### config.mk
export PLATFORM = sky130hd
export DESIGN_NAME = cache_assoc_wb
export DESIGN_NICKNAME = d
export VERILOG_FILES = /design/src/rtl/cache_assoc_wb.sv
export SDC_FILE = /design/constraint.sdc
export NUM_CORES = 1
export LEC_CHECK = 0
export ABC_AREA = 1
export CAP_MARGIN = 20
export CORE_MARGIN = 4
export CORE_UTILIZATION = 61
export CTS_BUF_LIST = sky130_fd_sc_hd__clkbuf_4
export DETAILED_ROUTE_END_ITERATION = 8
export GPL_TIMING_DRIVEN = 0
export PLACE_DENSITY = 0.83
export SYNTH_ARGS = -nofsm -noshare
export SYNTH_HDL_FRONTEND = slang
export SYNTH_SLANG_ARGS = --single-unit
### constraint.sdc
create_clock -name clock -period 3 [get_ports clock]
set_input_delay 0.45 -clock clock [delete_from_list [all_inputs] [get_ports clock]]
set_output_delay 0.45 -clock clock [all_outputs]
set_load 0.03 [all_outputs]
### src/rtl/cache_assoc_wb.sv
// cache_assoc_wb: 2-way set-associative write-back, write-allocate cache, one word per line.
// Optional CACHE_STATS_EN adds saturating hit_count/miss_count outputs.
module cache_assoc_wb #(
  parameter int DATA_W = 8,
  parameter int IDX_W = 2,
  parameter int TAG_W = 3,
  localparam int ADDR_W = TAG_W + IDX_W,
  localparam int SETS = 2 ** IDX_W
) (
  input  logic              clock,
  input  logic              reset,
  input  logic              cpu_req,
  input  logic              cpu_wren,
  input  logic [ADDR_W-1:0] cpu_addr,
  input  logic [DATA_W-1:0] cpu_wdata,
  output logic              cpu_ready,
  output logic              cpu_done,
  output logic [DATA_W-1:0] cpu_rdata,
  output logic              hit,
  output logic              writeBack,
  output logic              mem_req,
  output logic              mem_we,
  output logic [ADDR_W-1:0] mem_addr,
  output logic [DATA_W-1:0] mem_wdata,
  input  logic              mem_ack,
  input  logic [DATA_W-1:0] mem_rdata
`ifdef CACHE_STATS_EN
  ,
  output logic [15:0]       hit_count,
  output logic [15:0]       miss_count
`endif
);
  typedef enum logic [2:0] {IDLE, LOOKUP, WRITEBACK, REFILL, RESP} state_t;
  state_t state, nxt;
  logic [SETS-1:0] valid [2];
  logic [SETS-1:0] dirty [2];
  logic [TAG_W-1:0] tags [2][SETS];
  logic [DATA_W-1:0] data [2][SETS];
  logic [SETS-1:0] lru;
  logic r_wren, hit_r, wb_r, way;
  logic [ADDR_W-1:0] r_addr;
  logic [DATA_W-1:0] r_wdata;
  logic [IDX_W-1:0] idx;
  logic [TAG_W-1:0] tg;
  logic h0, h1, hit_any, vic, vic_dirty, wr_line, wr_way;
  assign idx = r_addr[IDX_W-1:0];
  assign tg = r_addr[ADDR_W-1:IDX_W];
  assign h0 = valid[0][idx] && tags[0][idx] == tg;
  assign h1 = valid[1][idx] && tags[1][idx] == tg;
  assign hit_any = h0 || h1;
  assign vic = !valid[0][idx] ? 1'b0 : !valid[1][idx] ? 1'b1 : lru[idx];
  assign vic_dirty = valid[vic][idx] && dirty[vic][idx];
  assign wr_way = state == LOOKUP ? (hit_any ? h1 : vic) : way;
  assign cpu_ready = state == IDLE && !reset;
  assign cpu_done = state == RESP;
  assign hit = cpu_done && hit_r;
  assign writeBack = cpu_done && wb_r;
  assign mem_req = state == WRITEBACK || state == REFILL;
  assign mem_we = state == WRITEBACK;
  always_ff @(posedge clock)
    state <= reset ? IDLE : nxt;
  always_comb begin
    nxt = state;
    wr_line = 1'b0;
    unique case (state)
      IDLE: nxt = cpu_req ? LOOKUP : IDLE;
      LOOKUP: begin
        nxt = hit_any ? RESP : vic_dirty ? WRITEBACK : r_wren ? RESP : REFILL;
        wr_line = r_wren && (hit_any || !vic_dirty);
      end
      WRITEBACK: begin
        nxt = mem_ack ? (r_wren ? RESP : REFILL) : WRITEBACK;
        wr_line = mem_ack && r_wren;
      end
      REFILL: begin
        nxt = mem_ack ? RESP : REFILL;
        wr_line = mem_ack;
      end
      default: nxt = IDLE;
    endcase
  end
  always_ff @(posedge clock) begin
    if (reset) begin
      valid[0] <= '0;
      valid[1] <= '0;
      dirty[0] <= '0;
      dirty[1] <= '0;
      lru <= '0;
      r_wren <= 1'b0;
      r_addr <= '0;
      r_wdata <= '0;
      hit_r <= 1'b0;
      wb_r <= 1'b0;
      way <= 1'b0;
      cpu_rdata <= '0;
      mem_addr <= '0;
      mem_wdata <= '0;
    end else begin
      if (cpu_req && cpu_ready) begin
        r_wren <= cpu_wren;
        r_addr <= cpu_addr;
        r_wdata <= cpu_wdata;
      end
      if (state == LOOKUP) begin
        hit_r <= hit_any;
        wb_r <= !hit_any && vic_dirty;
        way <= wr_way;
        if (hit_any && !r_wren) cpu_rdata <= data[h1][idx];
        if (!hit_any) begin
          mem_addr <= vic_dirty ? {tags[vic][idx], idx} : r_addr;
          mem_wdata <= data[vic][idx];
        end
      end
      // a dirty victim goes out first, then the refill targets the request address
      if (state == WRITEBACK && mem_ack) mem_addr <= r_addr;
      if (state == REFILL && mem_ack) cpu_rdata <= mem_rdata;
      if (wr_line) begin
        valid[wr_way][idx] <= 1'b1;
        dirty[wr_way][idx] <= state != REFILL;
        tags[wr_way][idx] <= tg;
        data[wr_way][idx] <= state == REFILL ? mem_rdata : r_wdata;
      end
      if (state == RESP) lru[idx] <= ~way;
    end
  end
`ifdef CACHE_STATS_EN
  always_ff @(posedge clock) begin
    if (reset) begin
      hit_count <= '0;
      miss_count <= '0;
    end else if (state == RESP) begin
      if (hit_r && hit_count != 16'hFFFF) hit_count <= hit_count + 16'd1;
      if (!hit_r && miss_count != 16'hFFFF) miss_count <= miss_count + 16'd1;
    end
  end
`endif
endmodule

==> impl_metrics.ini <==
[synth]
syn-cell-area_um2 = 6962
synth_cell_types = 31
synth_nets = 815
synth_warnings = 0
synth_top_area_share_pct = 41.41
avgSynthCellArea_um2 = 8.823
synthTopCellsByArea = edfxtp_1, dfxtp_1, nand2_1
syn_inst = 789
yosysSeqAreaShare_pct = 56.65
synth_largest_area_cell = edfxtp_1
ys_ff_latch = 149

[clocking]
cts_sinks = 149
clk-insertion-delay-late_ns = 0.58
h-tree-depth = 4
cts_tree = yes
clk_pin_slew_ns = 0.11
hold_buffers = 0
cts.path.max_buffers = 2
clockRootBuffer = clkbuf_4
cts_buffers = 17

[finish]
final_net_count = 886
layout_common_cells = nand2_1, o21ai_0, edfxtp_1, a21oi_1, inv_1
area_delta_synth_final_pct = 14.59
antenna_cells = 0
stdcell_area_um2 = 7978
layout_commonest_cell = nand2_1
multi_input_area_um2 = 2415
drive_gt1_share_pct = 10.19
fillCellCount = 792
seqCellArea_um2 = 3944

[route]
drt-pass1-iter-count = 7
drc_errors = 0
drt-initial-drc-count = 1015
routedWlPerCell_um = 19.68
final_antenna_net_count = 0
routed-via-count = 6173
wirelength_mm = 19.94
drt-vias-per-instance = 6.094

[grt]
grt_pass1_wl_mm = 30.53
antenna_found_initial = 0
grt_pass1_vias = 6147
grt_usage_pct = 31.25
grt_max_degree = 17
grt-ovfl-total = 0

[critical_path]
arrival_ns = 2.43
ff2ff_path_depth = 16
ff2ff_setup_slack_ns = 0.16
crit_fanout = 8
required_ns = 2.55
end_kind = primary output
critPathKind = flip-flop to primary output
crit_path_start_kind = flip-flop

[sta]
clock_skew_ns = 0.01810
worstMarginPinSlew_ns = 1.048
min_period_ns = 2.880
timing.final.crit_share_pct = 95.99
hold_viol_final = 0
rsz0062_at_grt = no
slew_viol_final = 0
finalSetupViolCount = 0
finalSetupTns_ns = 0
max_freq_ghz = 0.3473
relSlewSlack_pct = 29.39

[die]
ios = 53
die_w_um = 114.8
die_h_um = 114.8
std_cell_rows = 38
start_util_pct = 63.39
die_area_um2 = 13190
core_area_um2 = 10980

[power_and_ir_drop]
p_leak_nw = 3.300
power_density_nw_per_um2 = 686.4
ir_drop_v = 0.0005308

[placement]
dp.final_hpwl_mm = 13.66
routabilityCongestion = 0.9385
numPortBuffers = 52
placed_area_um2 = 7657

[hold_path]
hold_path_class = flip-flop to flip-flop
whs_path_depth = 2

[status]
status = completed

[flow_run]
maxCapViolations = 0
[stage by stage]
stage | utilization [%] | setup slack [ns] | std cells | total power (W) | hold slack [ns]
final | 72.64 | 0.1203 | 1013 | 0.005476 | 0.4588
after floorplan | - | 0.5011 | 789 | 0.003573 | 0.4240
after CTS | 72.50 | 0.007957 | 1013 | 0.005443 | 0.4625
after detailed placement | 69.72 | -0.1757 | 981 | 0.004124 | 0.4411
after global routing | 72.64 | 0.004523 | 1013 | 0.005719 | 0.4803
after global placement | 69.72 | -0.01770 | 981 | 0.004061 | 0.4373
[cells in the mapped netlist, drive strengths merged]
master  count
nand2     162
o21ai     109
edfxtp     96
a21oi      89
inv        89
nor2       80
dfxtp      53
nand3      28
buf        24
nor3       24
clkbuf     15
nand4       9
o211ai      7
a211oi      1
a31oi       1
clkinv      1
o22ai       1
[cell families after synthesis]
kind of cell           after synthesis  synth area share, %
and+or+nand+nor                    303                19.28
buffers and inverters              129                8.735
AOI/OAI and AO/OA                  208                15.33
DFF                                149                56.65
[metal layers]
layer / vias to the layer above / share of wire, % / track usage (%)
met5: - / 0 / 0
met4: 0 / 6.0 / 22.93
met3: 107 / 11 / 6.105
met2: 474 / 48 / 50.45
met1: 2792 / 35 / 37.29
li1: 2800 / - / -
[layout make-up]
class,instances,area share (%)
well taps,140,2.196
repair buffers,52,6.556
clock buffers,19,1.788
inverters,90,4.391
multi-input cells,511,30.27
flip-flops and latches,149,49.44
clock inverters,13,2.039
plain buffers,39,3.325
[critical path: stages (launching register included)]
cell	delay (ns)
dfxtp_1	0.36
nor2_1	0.10
clkinv_1	0.20
nor2_2	0.26
inv_1	0.14
nor2_1	0.11
clkdlybuf4s50_1	0.68
[power breakdown]
group          internal [W]  switching, W  total, W  leakage [nW]
logic              0.000504       0.00109   0.00160          1.81
clock network      0.000663      0.000687   0.00135         0.167
registers           0.00241      0.000113   0.00253          1.32
[worst paths after layout]
| kind | to | startpoint |
|---|---|---|
| setup / recovery | hit | state[0] |
| hold / removal | valid[1][0] | valid[1][0] |
| setup reg to reg | tags[1][9] | r_addr[0] |
| hold reg to reg | valid[1][0] | valid[1][0] |
[what timing repair did]
item	in CTS	in global routing
hold endpoints to repair	0	0
endpoints found under the setup margin	0	90
buffers inserted	0	0
resized for setup	0	5
[sequential cells by signal (all words and copies together) (netlist names), 3 cells and up]
| name | count |
|---|---|
| r_wdata | 8 |
| data | 64 |
| mem_wdata | 8 |
| mem_addr | 5 |
| r_addr | 5 |
| valid | 8 |
| state | 3 |
| lru | 4 |
| dirty | 8 |
| cpu_rdata | 8 |
| tags | 24 |
Power figures use the tool's default switching activity.
